==> config.mk <==
export PLATFORM = sky130hd
export DESIGN_NAME = rr_mux_arbiter_flat
export DESIGN_NICKNAME = d
export VERILOG_FILES = /design/src/rtl/rr_mux_arbiter_if.sv /design/src/rtl/rr_mux_arbiter.sv /design/src/flat_wrapper.sv
export SDC_FILE = /design/constraint.sdc
export NUM_CORES = 1
export LEC_CHECK = 0
export ABC_CLOCK_PERIOD_IN_PS = 2100
export CORE_MARGIN = 2
export CORE_UTILIZATION = 42
export CTS_BUF_LIST = sky130_fd_sc_hd__clkbuf_8
export DETAILED_ROUTE_END_ITERATION = 10
export GPL_TIMING_DRIVEN = 0
export PLACE_DENSITY = 0.8
export REMOVE_ABC_BUFFERS = 1
export SLEW_MARGIN = 15
export SYNTH_ARGS = -nofsm -noshare
export SYNTH_HDL_FRONTEND = slang
export SYNTH_SLANG_ARGS = --single-unit
==> constraint.sdc <==
create_clock -name clk -period 2.1 [get_ports clk]
set_clock_uncertainty 0.2 [all_clocks]
set_input_delay 0.21 -clock clk [delete_from_list [all_inputs] [get_ports clk]]
set_output_delay 0.21 -clock clk [all_outputs]
set_load 0.01 [all_outputs]
==> src/rtl/rr_mux_arbiter_if.sv <==
// Handshake bundle for rr_mux_arbiter: per-channel input requests and a single output stream.
// The slave modport is the arbiter's view; the master modport belongs to whoever drives producers and consumer.
interface rr_mux_arbiter_if #(
    parameter int WIDTH = 2,
    parameter int NCH   = 4,
    parameter int SELW  = 2
);
    logic                  mode;
    logic [SELW-1:0]       sel;
    logic [NCH*WIDTH-1:0]  in_data;
    logic [NCH-1:0]        in_valid;
    logic [NCH-1:0]        in_ready;
    logic [WIDTH-1:0]      out_data;
    logic [SELW-1:0]       out_ch;
    logic                  out_valid;
    logic                  out_ready;

    modport master (
        output mode, sel, in_data, in_valid, out_ready,
        input  in_ready, out_data, out_ch, out_valid
    );

    modport slave (
        input  mode, sel, in_data, in_valid, out_ready,
        output in_ready, out_data, out_ch, out_valid
    );
endinterface

==> src/rtl/rr_mux_arbiter.sv <==
// N-channel valid/ready multiplexer with fixed or round-robin selection and a single
// full-throughput registered output stage.
module rr_mux_arbiter #(
    parameter int WIDTH = 2,
    parameter int NCH   = 4,
    parameter int SELW  = 2
) (
    input  logic               clk,
    input  logic               rst,
    rr_mux_arbiter_if.slave    bus
);
    logic [WIDTH-1:0] ch_data [NCH];
    logic [WIDTH-1:0] out_data_reg;
    logic [SELW-1:0]  out_ch_reg;
    logic             out_valid_reg;
    logic [SELW-1:0]  ptr_reg;
    logic             load_en;
    logic             grant_any;
    logic [SELW-1:0]  grant_idx;
    int               idx;

    genvar gi;
    generate
        for (gi = 0; gi < NCH; gi++) begin : g_ch
            assign ch_data[gi]      = bus.in_data[gi*WIDTH +: WIDTH];
            // Reset gates the accepts directly so no producer sees a handshake while rst is high.
            assign bus.in_ready[gi] = !rst && load_en && grant_any && (grant_idx == SELW'(gi));
        end
    endgenerate

    assign load_en = !out_valid_reg || bus.out_ready;

    // Round-robin scan runs from the farthest offset down to ptr+1 so the nearest
    // requester after the last winner is the one left standing.
    always_comb begin
        grant_any = 1'b0;
        grant_idx = '0;
        idx       = 0;
        if (!bus.mode) begin
            for (int i = 0; i < NCH; i++) begin
                if (bus.sel == SELW'(i) && bus.in_valid[i]) begin
                    grant_any = 1'b1;
                    grant_idx = SELW'(i);
                end
            end
        end else begin
            for (int k = NCH; k >= 1; k--) begin
                idx = int'(ptr_reg) + k;
                if (idx >= NCH) idx = idx - NCH;
                for (int i = 0; i < NCH; i++) begin
                    if (i == idx && bus.in_valid[i]) begin
                        grant_any = 1'b1;
                        grant_idx = SELW'(i);
                    end
                end
            end
        end
    end

    always_ff @(posedge clk or posedge rst) begin
        if (rst) begin
            out_valid_reg <= 1'b0;
            out_data_reg  <= '0;
            out_ch_reg    <= '0;
            ptr_reg       <= SELW'(NCH - 1);
        end else if (load_en) begin
            if (grant_any) begin
                out_valid_reg <= 1'b1;
                out_data_reg  <= ch_data[grant_idx];
                out_ch_reg    <= grant_idx;
                ptr_reg       <= grant_idx;
            end else begin
                out_valid_reg <= 1'b0;
            end
        end
    end

    assign bus.out_data  = out_data_reg;
    assign bus.out_ch    = out_ch_reg;
    assign bus.out_valid = out_valid_reg;
endmodule

==> src/flat_wrapper.sv <==
// flat-port wrapper written by rule: the top's interface ports become plain ports
module rr_mux_arbiter_flat 
#(
    parameter int WIDTH = 2,
    parameter int NCH   = 4,
    parameter int SELW  = 2
)
  (clk, rst, bus_mode, bus_sel, bus_in_data, bus_in_valid, bus_out_ready, bus_in_ready, bus_out_data, bus_out_ch, bus_out_valid);
  rr_mux_arbiter_if #(.WIDTH(WIDTH), .NCH(NCH), .SELW(SELW)) bus_i ();
  input  logic clk;
  input  logic rst;
  input wire logic [$bits(bus_i.mode)-1:0] bus_mode;
  input wire logic [$bits(bus_i.sel)-1:0] bus_sel;
  input wire logic [$bits(bus_i.in_data)-1:0] bus_in_data;
  input wire logic [$bits(bus_i.in_valid)-1:0] bus_in_valid;
  input wire logic [$bits(bus_i.out_ready)-1:0] bus_out_ready;
  output wire logic [$bits(bus_i.in_ready)-1:0] bus_in_ready;
  output wire logic [$bits(bus_i.out_data)-1:0] bus_out_data;
  output wire logic [$bits(bus_i.out_ch)-1:0] bus_out_ch;
  output wire logic [$bits(bus_i.out_valid)-1:0] bus_out_valid;
  assign bus_i.mode = bus_mode;
  assign bus_i.sel = bus_sel;
  assign bus_i.in_data = bus_in_data;
  assign bus_i.in_valid = bus_in_valid;
  assign bus_i.out_ready = bus_out_ready;
  assign bus_in_ready = bus_i.in_ready;
  assign bus_out_data = bus_i.out_data;
  assign bus_out_ch = bus_i.out_ch;
  assign bus_out_valid = bus_i.out_valid;
  rr_mux_arbiter #(.WIDTH(WIDTH), .NCH(NCH), .SELW(SELW)) u_core (.clk(clk), .rst(rst), .bus(bus_i));
endmodule
# == Word-level counts from Yosys, hierarchy flattened ==
# Index checks and enable logic that the tools add are counted.
# totals
register_bits,7
input_bits,18
output_inout_bits,9
word_cells,124
# classes
n_addsub,8
magnitude_cmp,5
n_eq_ne,18
muxes,52
bitwise_logic,1
reduce_logical,36
# op_table
op,n
$eq 3x32->1 const A,8
$mux 32,8
$eq 2x32->1 const A,4
$ge 32x4->1 const B,4
$logic_not 32->1,4
$sub 32x4->32 const B,4
$mux 2,19
$logic_and 1x1->1,26
$mux 1,24
$eq 2x2->1 const B,4
$add 2x2->3 const B,2
$add 2x3->4 const B,1
$bmux 2 s2,1
$eq 2x1->1 const B,2
$logic_not 2->1,2
$add 2x1->3 const B,1
$ge 3x3->1 const B,1
$not 2->3,1
$logic_not 1->1,2
$reduce_and 2->1,1
$logic_or 1x1->1,1

# == Longest topological paths before layout ==
# Gate-level depths: netlist of the first run.
# logic_depth
depth_word,26
mapped_depth,7
depth_no_buf,6

# == Worst setup path after synthesis of the first run ==
# OpenSTA, ideal clock, no wires.
# synth_timing
kind,reg-to-output
from,register u_core.ptr_reg[0]
to,output bus_in_ready[2]
t_arrival_ns,1.562
t_required_ns,1.690
setup_slack_ns,0.128
path_stages_with_launch,7
n_path_buf,1
path_cell_list,dfstp_2 -> inv_1 -> a221o_1 -> a21oi_2 -> nand2b_4 -> buf_12 -> nor4b_2
# synth_via
elab_chain_cells,25
word_cells_on_any_way,88
classes_between,add/sub: 8; order compare: 4; eq/ne: 13; mux: 41; reduce/logical: 22
# synth_lines
item,line_no,rtl
from (decl),rr_mux_arbiter.sv:16,logic [SELW-1:0] ptr_reg;
from (signal assigned),rr_mux_arbiter.sv:65,ptr_reg <= SELW'(NCH - 1);
from (signal assigned),rr_mux_arbiter.sv:71,ptr_reg <= grant_idx;
$add 2x3->4,rr_mux_arbiter.sv:48,idx = int'(ptr_reg) + k;
$sub 32x4->32 / $ge 32x4->1 (equally long branches),rr_mux_arbiter.sv:49,if (idx >= NCH) idx = idx - NCH;
$mux 32,rr_mux_arbiter.sv:49,
$mux 32,rr_mux_arbiter.sv:39,if (!bus.mode) begin
$logic_not 32->1,rr_mux_arbiter.sv:51,if (i == idx && bus.in_valid[i]) begin
$logic_and 1x1->1,rr_mux_arbiter.sv:51,
$mux 1 (16 in a row),rr_mux_arbiter.sv:51,
$mux 1,rr_mux_arbiter.sv:39,
$logic_and 1x1->1,rr_mux_arbiter.sv:27,assign bus.in_ready[gi] = !rst && load_en && grant_any && (grant_idx == SELW'(gi));
$logic_and 1x1->1 *,rr_mux_arbiter.sv:27,
to (decl),flat_wrapper.sv:17,output wire logic [$bits(bus_i.in_ready)-1:0] bus_in_ready;
# Every way passes the cells marked *; elsewhere a longest branch is shown, timed or not. The select of a mux whose other input is x is not followed.

# == Final worst setup path of the first run ==
# Ends and elaborated chain as after synthesis.

==> key figures, run 1 <==
Timing
  • Endpoints failing setup: 6
  • Worst relative slew slack: 74.8%
  • Final Slew Violations: 0
  • Tcrit/Tclk final: 109%
  • Tightest Pin Transition: 0.378 ns
  • RSZ-0062 raised after global routing: true
  • Setup total negative slack: -0.573 ns
  • Fmax: 436 MHz
  • Final WS setup: -0.194 ns
  • Min cycle time layout: 2.29 ns
  • Final Hold Violating Endpoints: 0

Yosys
  • Largest area contributor in the netlist: dfrtp_1
  • Area contributors post-synth: dfrtp_1 (20%), dfstp_2 (8.6%), mux2i_1 (4.9%)
  • EDFF count, synth: 0
  • Post-Syn Area per Cell: 10.0 µm²
  • Cell area after synthesis: 611 µm²
  • Top-area cell type share of the netlist area: 20.5%
  • Ys async rst share: 100%
  • Synth top cells by count: nor2_1 (6), dfrtp_1 (5), nand2_1 (5), inv_1 (4)
  • Count leader, synth: nor2_1
  • Synth Flop Type: dfrtp_1
  • Netlist cell types: 32
  • Ys Warns: 0
  • Synth Instances: 61
  • Register area share after synthesis: 29.1%
  • Yosys reg bits: 7

Floorplan
  • Die X: 42.1 µm
  • Core Rows: 13
  • Die Area: 1770 µm²
  • Core area: 1330 µm²
  • # IOs: 27
  • DIE HEIGHT: 42.1 µm
  • Starting Density: 45.8%

Min path
  • HP Class: in2async

Drt
  • Initial DRC count: 8
  • Detailed Routing Iterations Pass 1: 4
  • Vias/cell: 5.56
  • Final wirelength: 1820 µm
  • DRC violation count after routing: 0
  • Drt wl/cell: 15.9 µm
  • Post-DRT Antenna Nets: 0
  • Via count: 639

Job
  • Max-cap viol count: 0

CTS
  • Number of CTS-inserted buffers: 3
  • Cts hold-fix bufs: 0
  • Skew-Pair Late Insertion Delay: 0.22 ns
  • CTS tree: yes
  • Total clock sinks: 7
  • Clock-pin slew of the registers on the worst-case setup and hold paths: 0.04 ns
  • H-tree depth: 1
  • Clock Tree Buf Depth: 2
  • Root buffer cell: clkbuf_8

Critical path
  • CP startpoint kind: register
  • CP Max Fanout: 4
  • Slowest-stage cell, CP: dfstp_2
  • Arr. time, crit path: 1.88 ns
  • WS Path Type: reg2out
  • CP peak stage delay: 0.55 ns
  • Worst path cell trace: inv_2, a221o_1, a21oi_2, nand2b_4, buf_6, nor4b_4, buf_2
  • CP required: 1.69 ns
  • CP endpoint kind: primary output

Placement
  • GP Congestion: 0.732
  • Input/output buffers: 26
  • Placement Setup Slack: -0.964 ns
  • Detailed placement HPWL: 1080 µm

Cells and area
  • Ant diodes: 0
  • Layout Area Growth over Synthesis: 67.0%
  • Layout cell share with drive strength beyond 1: 42.0%
  • Final net count: 119

GRT
  • First-pass GRT wire length: 2880 µm
  • GRT Total Usage: 21.6%
  • Vias in the first global route: 684
  • Largest net degree at the start of global routing: 15
  • Remaining Overflow, GRT: 0
  • Initial antenna violation count: 0

Run status
  • Failing checks: negative setup slack
  • Outcome: finished with violations

Pwr
  • Peak supply drop: 687 µV
  • PwrDens: 698 nW/µm²
  • Leakage power: 0.465 nW
[placed cells by master, fill, tap and decap left out, drive strengths merged, types with 2 or more instances in the layout]
| cell type | Yosys | routed |
|---|---|---|
| mux2i | 3 | 3 |
| o31ai | 2 | 2 |
| dfstp | 2 | 2 |
| buf | 2 | 15 |
| mux2 | 2 | 2 |
| inv | 5 | 6 |
| clkdlybuf4s50 | 0 | 15 |
| dfrtp | 5 | 5 |
| clkbuf | 0 | 4 |
| a221oi | 2 | 2 |
| a21oi | 2 | 2 |
| nor4b | 2 | 2 |
| nand2b | 5 | 5 |
| a21o | 3 | 3 |
| o21ai | 2 | 2 |
| nand2 | 5 | 5 |
| nor2 | 6 | 6 |
| dlygate4sd2 | 0 | 5 |
| a2111oi | 2 | 2 |
[final timing paths]
check / depth (start not counted) / end / slack (ns) / startpoint
worst max-delay path: 7 / bus_in_ready[2] / -0.19 / u_core.ptr_reg[0]$_DFFE_PP1P_
worst min register to register: 2 / u_core.ptr_reg[0]$_DFFE_PP1P_ / 0.28 / u_core.ptr_reg[0]$_DFFE_PP1P_
max in group asynchronous: 2 / u_core.ptr_reg[1]$_DFFE_PP1P_ / 1.21 / rst
worst min-delay path: 2 / u_core.bus.out_data[1]$_DFFE_PP0P_ / 0.22 / rst
worst max register to register: 9 / u_core.bus.out_data[1]$_DFFE_PP0P_ / -0.02 / u_core.ptr_reg[0]$_DFFE_PP1P_
min in group clk: 2 / u_core.ptr_reg[0]$_DFFE_PP1P_ / 0.28 / u_core.ptr_reg[0]$_DFFE_PP1P_
[worst max-delay path, delay by kind of cell, from the launching register on]
family / cells / cell delay, ns
AO/OA/AOI/OAI: 2 / 0.45
buffers and inverters: 3 / 0.31
flip-flops: 1 / 0.55
AND/OR/NAND/NOR: 2 / 0.35
[stage by stage]
step                      total power [mW]  hold slack, ns  instance area (µm²)  cells  util, %
after CTS                            0.702           0.222                 1010    114     75.5
after global routing                 0.751           0.259                 1020    115     76.5
after floorplan                      0.333          -0.182                  579     59        -
after global placement               0.441           0.264                  858    100     64.4
final                                0.712           0.220                 1020    115     76.5
after detailed placement             0.449           0.283                  858    100     64.4
[area by class of cell]
class                      count  area (µm²)
multi-input combinational     47         423
timing repair buffer          37         337
fill                         107         314
sequential                     7         178
clock buffer                   3        41.3
inverter                       5        18.8
tap                           15        18.8
clock inverter                 1        3.75
[timing repair]
action,CTS,global route
cloned,0,0
buffers inserted,10,1
resized for setup,35,5
setup endpoints to repair,7,6
pin swaps,6,3
[kinds of logic after synthesis]
logic type	count (synthesis)	synth area share [%]
compound gates	18	27.0
buf+inv	7	8.20
flops	7	29.1
mux	5	8.61
simple gates	24	27.1
[metal layers]
layer	up-vias	global-route usage, %	share of wire, %
met2	29	42.8	55
met3	4	6.03	7.7
li1	305	-	-
met5	-	0	0
met1	301	20.5	37
met4	0	8.13	0.77
[report_power, final]
part           internal (mW)  total [mW]  switching [mW]
Sequential             0.172       0.199          0.0263
Combinational          0.187       0.331           0.144
Clock                  0.126       0.182          0.0561
No activity file was read; power rests on OpenSTA's default activity.
==> inputs of run 2 (changes only) <==
- CORE_MARGIN: 2 -> default
==> key figures, run 2 (same netlist as run 1, synthesis figures left out) <==
Timing
  • RSZ-0062 raised after global routing: true
  • Final WS setup: -0.171 ns
  • Final Hold Violating Endpoints: 0
  • Endpoints failing setup: 5
  • Min cycle time layout: 2.27 ns
  • Final Slew Violations: 0
  • Tightest Pin Transition: 0.305 ns
  • Fmax: 440 MHz
  • Worst relative slew slack: 79.6%
  • Tcrit/Tclk final: 108%

Critical path
  • Worst path cell trace: inv_2, a221o_1, a21oi_2, nand2b_4, buf_4, and4b_1, buf_2
  • Worst R2R Start: u_core.ptr_reg[0]$_DFFE_PP1P_
  • Worst R2R End: u_core.bus.out_data[1]$_DFFE_PP0P_
  • Arr. time, crit path: 1.86 ns
  • CP required: 1.69 ns
  • WP buf/inv: 3
  • R2R depth: 9
  • Slowest-stage cell, CP: dfstp_2
  • R2R Setup Slk: -0.08 ns
  • Delay-heaviest family, CP: flip-flops
  • CP Max Fanout: 5
  • CP endpoint kind: primary output
  • CP startpoint kind: register
  • CP peak stage delay: 0.56 ns
  • WS Path Type: reg2out

Floorplan
  • Core Rows: 13
  • # IOs: 27
  • Die Area: 1610 µm²
  • Core area: 1330 µm²
  • Starting Density: 45.8%
  • DIE HEIGHT: 40.1 µm
  • Die X: 40.1 µm

Cells and area
  • Leading cell type in the layout, fill and taps excluded: clkdlybuf4s50_1
  • Layout Area Growth over Synthesis: 71.3%
  • Layout cell share with drive strength beyond 1: 43.1%
  • Final net count: 121
  • Ant diodes: 0
  • Commonest cells after routing, fill and taps aside: clkdlybuf4s50_1 (15), buf_4 (10), nor2_1 (6), nand2_1 (5), dfrtp_1 (5)
  • Final Core Density: 78.4%
  • Final Cell Area: 1050 µm²

CTS
  • Clock-pin slew of the registers on the worst-case setup and hold paths: 0.04 ns
  • Clock Tree Buf Depth: 2
  • H-tree depth: 1
  • Root buffer cell: clkbuf_8
  • Skew-Pair Late Insertion Delay: 0.22 ns
  • CTS tree: yes
  • Cts hold-fix bufs: 0
  • Number of CTS-inserted buffers: 3
  • Total clock sinks: 7

Pwr
  • Pint: 0.490 mW
  • Reg power frac: 27.5%
  • Sw Pwr: 0.229 mW
  • Clock power frac: 26.0%
  • Peak supply drop: 654 µV
  • Switching portion of total power: 31.8%
  • Leakage power: 0.471 nW
  • PwrDens: 688 nW/µm²
  • Combinational share of power: 46.5%

GRT
  • GRT Total Usage: 22.2%
  • Remaining Overflow, GRT: 0
  • Vias in the first global route: 569
  • Initial antenna violation count: 0
  • Largest net degree at the start of global routing: 9
  • First-pass GRT wire length: 2330 µm

Run status
  • Outcome: finished with violations
  • Failing checks: negative setup slack

Placement
  • GP Congestion: 0.641
  • Detailed placement HPWL: 1090 µm
  • DP Area: 858 µm²
  • Input/output buffers: 26
  • Placement Setup Slack: -0.897 ns

Drt
  • DRC violation count after routing: 0
  • Drt wl/cell: 15.0 µm
  • Final wirelength: 1760 µm
  • Via count: 638
  • Vias/cell: 5.45
  • Detailed Routing Iterations Pass 1: 4
  • Initial DRC count: 7
  • Post-DRT Antenna Nets: 0

Min path
  • HP Class: in2async

Job
  • Max-cap viol count: 0
## run 2: area by class of cell
cell class	instances	area [µm²]
well taps	15	18.8
fillers	93	288
repair buffers	39	352
clock inverters	1	5.00
multi-input cells	47	433
flip-flops and latches	7	178
clock buffers	3	41.3
inverters	5	18.8
## run 2: worst reg2reg max path: stages (launching register included)
cell and delay [ns]:
dfstp_2 0.56, inv_2 0.03, a221o_1 0.29, a21oi_2 0.16
nand2b_4 0.16, buf_8 0.10, buf_4 0.13, buf_6 0.11
mux2i_2 0.22, a221oi_2 0.08
## run 2: stage by stage
stage                     setup TNS (ns)  power (mW)  std cells  hold WS (ns)
after global routing               -1.02       0.757        117         0.248
after detailed placement           -4.55       0.449        100         0.289
after CTS                         -0.765       0.697        113         0.207
after floorplan                        0       0.333         59        -0.182
after global placement             -4.20       0.441        100         0.265
final                             -0.678       0.720        117         0.199
## run 2: how the worst max path moves through the flow
stage	slack [ns]	to	from	cells after the start
2_1_floorplan	0.16	bus_in_ready[1]	u_core.ptr_reg[0]$_DFFE_PP1P_	4
3_3_place_gp	-0.87	bus_in_ready[1]	bus_in_valid[1]	6
3_5_place_dp	-0.90	bus_in_ready[1]	bus_in_valid[1]	6
4_1_cts	-0.20	bus_in_ready[2]	u_core.ptr_reg[0]$_DFFE_PP1P_	7
5_1_grt	-0.22	bus_in_ready[2]	u_core.ptr_reg[0]$_DFFE_PP1P_	7
6_report	-0.17	bus_in_ready[0]	u_core.ptr_reg[0]$_DFFE_PP1P_	7
## run 2: timing repair
action                     4_1_cts  5_1_grt
pin swaps                        1        3
cloned                           0        0
setup buffers                    9        4
resized for setup               32        7
setup endpoints to repair        7        6
## run 2: per-layer routing
| layer | routed length [µm] | global-route usage [%] |
|---|---|---|
| met5 | 0 | 0 |
| met3 | 80 | 2.22 |
| met1 | 712 | 24.9 |
| met4 | 25 | 10.3 |
| met2 | 936 | 41.1 |
## run 2: power groups by stage
| stage | sequential, mW | clock, mW | combinational (mW) |
|---|---|---|---|
| finish | 0.198 | 0.187 | 0.335 |
| CTS | 0.197 | 0.191 | 0.310 |
| global placement | 0.195 | 0 | 0.246 |
| floorplan | 0.203 | 0 | 0.130 |
| global route | 0.203 | 0.198 | 0.356 |
| detailed placement | 0.197 | 0 | 0.252 |
==> inputs of run 3 (changes only) <==
==> constraint.sdc (replaced) <==
create_clock -name clk -period 2.1 [get_ports clk]
set_clock_uncertainty 0.2 [all_clocks]
set_input_delay 0.42 -clock clk [delete_from_list [all_inputs] [get_ports clk]]
set_output_delay 0.42 -clock clk [all_outputs]
set_load 0.01 [all_outputs]
==> key figures, run 3 (same netlist as run 1, synthesis figures left out) <==
Floorplan
  • Core area: 1330 µm²
  • Starting Density: 45.8%
  • Die X: 40.1 µm
  • # IOs: 27
  • Core Rows: 13
  • Die Area: 1610 µm²
  • DIE HEIGHT: 40.1 µm

Timing
  • Final Slew Violations: 0
  • Worst relative slew slack: 76.2%
  • Tcrit/Tclk final: 119%
  • Final Hold Violating Endpoints: 0
  • RSZ-0062 raised after global routing: true
  • Tightest Pin Transition: 0.356 ns
  • Fmax: 399 MHz
  • Final WS setup: -0.406 ns
  • Min cycle time layout: 2.51 ns
  • Endpoints failing setup: 6

Min path
  • Worst Hold Launch: u_core.bus.out_ch[1]$_DFFE_PP0P_
  • Hold Path Cell Cnt: 1
  • HP Class: reg2reg
  • Hold Crit Endpoint: u_core.bus.out_ch[1]$_DFFE_PP0P_

CTS
  • Number of CTS-inserted buffers: 3
  • Root buffer cell: clkbuf_8
  • Clock Tree Buf Depth: 2
  • H-tree depth: 1
  • CTS tree: yes
  • Clock-pin slew of the registers on the worst-case setup and hold paths: 0.04 ns
  • Total clock sinks: 7
  • Skew-Pair Late Insertion Delay: 0.23 ns

Critical path
  • R2R Setup Slk: -0.22 ns
  • Arr. time, crit path: 1.89 ns
  • CP endpoint kind: primary output
  • Worst path cell trace: inv_2, a221o_1, a21oi_2, nand2b_4, buf_8, nor4b_4, buf_2
  • CP startpoint kind: register
  • WS Path Type: reg2out
  • Worst R2R Start: u_core.ptr_reg[0]$_DFFE_PP1P_
  • Slowest-stage cell, CP: dfstp_2
  • R2R depth: 10
  • Worst R2R End: u_core.bus.out_data[1]$_DFFE_PP0P_
  • CP Max Fanout: 5
  • Delay-heaviest family, CP: flip-flops
  • CP required: 1.48 ns
  • CP peak stage delay: 0.57 ns
  • WP buf/inv: 3

Pwr
  • PwrDens: 695 nW/µm²
  • Pint: 0.491 mW
  • Peak supply drop: 637 µV
  • Leakage power: 0.464 nW
  • Combinational share of power: 46.6%
  • Reg power frac: 27.5%
  • Clock power frac: 25.9%
  • Sw Pwr: 0.234 mW
  • Pwr Total: 0.724 mW
  • Switching portion of total power: 32.3%

GRT
  • First-pass GRT wire length: 2220 µm
  • Met2 global-route usage: 36.3%
  • GR peak layer: met2
  • Initial antenna violation count: 0
  • Met3 track demand over resource: 1.67%
  • Remaining Overflow, GRT: 0
  • Vias in the first global route: 527
  • GRT Total Usage: 21.5%
  • Met1 Usage GRT: 26.3%
  • Largest net degree at the start of global routing: 9

Drt
  • Initial DRC count: 5
  • Drt wl/cell: 15.6 µm
  • Via count: 620
  • Post-DRT Antenna Nets: 0
  • DRC violation count after routing: 0
  • Final wirelength: 1810 µm
  • Vias/cell: 5.34
  • Detailed Routing Iterations Pass 1: 4

Placement
  • Input/output buffers: 26
  • GP Congestion: 0.641
  • Placed insts: 100
  • Detailed placement HPWL: 1090 µm

Job
  • Max-cap viol count: 0

Cells and area
  • Non-filler instance count after layout: 116
  • Layout Area Growth over Synthesis: 70.7%
  • Ant diodes: 0
  • Fillers: 93
  • Commonest cells after routing, fill and taps aside: clkdlybuf4s50_1 (15), nor2_1 (6), buf_2 (6), buf_4 (6)
  • Final Core Density: 78.1%
  • Layout cell share with drive strength beyond 1: 48.5%
  • Final net count: 120
  • Leading cell type in the layout, fill and taps excluded: clkdlybuf4s50_1

Run status
  • Failing checks: negative setup slack
  • Outcome: finished with violations
run 3: area by class of cell:
class,count,area (µm²),share of cell area [%]
Multi-Input combinational cell,47,439,42.1
Timing Repair Buffer,38,342,32.8
Sequential cell,7,178,17.0
Clock buffer,3,41.3,3.96
Inverter,5,18.8,1.80
Tap cell,15,18.8,1.80
Clock inverter,1,5.00,0.480
run 3: worst max path at each step:
stage / cells after the start / endpoint / startpoint / slack [ns]
after global placement: 6 / bus_in_ready[1] / bus_in_valid[1] / -1.29
final: 7 / bus_in_ready[2] / u_core.ptr_reg[0]$_DFFE_PP1P_ / -0.41
after global routing: 7 / bus_in_ready[2] / u_core.ptr_reg[0]$_DFFE_PP1P_ / -0.45
after floorplan: 4 / bus_in_ready[1] / bus_sel[0] / -0.08
after CTS: 7 / bus_in_ready[2] / u_core.ptr_reg[0]$_DFFE_PP1P_ / -0.41
after detailed placement: 6 / bus_in_ready[1] / bus_in_valid[1] / -1.32
run 3: what timing repair did:
action / in CTS / in global routing
resized for setup: 43 / 10
hold buffers: 0 / 0
endpoints found under the setup margin: 10 / 6
setup buffers: 9 / 3
pin swaps: 5 / 4
run 3: power by group through the flow:
stage	Sequential (mW)	Combinational, mW	Clock, mW
final	0.199	0.338	0.188
after global routing	0.204	0.361	0.201
after CTS	0.197	0.306	0.191
after detailed placement	0.197	0.252	0
after global placement	0.195	0.246	0
after floorplan	0.203	0.130	0
run 3: routing by layer:
metal,routed length [µm],part of all wire [%]
met1,752,41
met2,963,53
met3,64,3.5
met4,33,1.8
met5,0,0
run 3: worst reg2reg max path, stage by stage (launching register included):
cell	delay, ns
dfstp_2	0.57
inv_2	0.04
a221o_1	0.29
a21oi_2	0.17
nand2b_4	0.17
buf_8	0.11
buf_4	0.10
buf_6	0.10
buf_6	0.11
mux2i_2	0.25
a221oi_2	0.09
run 3: per-stage QoR:
stage / TNS [ns] / hold WS, ns / area [µm²] / worst slack, ns
floorplan: -0.160 / 0.0276 / 579 / -0.0752
global placement: -7.14 / 0.265 / 858 / -1.29
detailed placement: -7.49 / 0.289 / 858 / -1.32
CTS: -1.70 / 0.303 / 1010 / -0.412
global route: -2.02 / 0.314 / 1040 / -0.451
finish: -1.75 / 0.293 / 1040 / -0.406
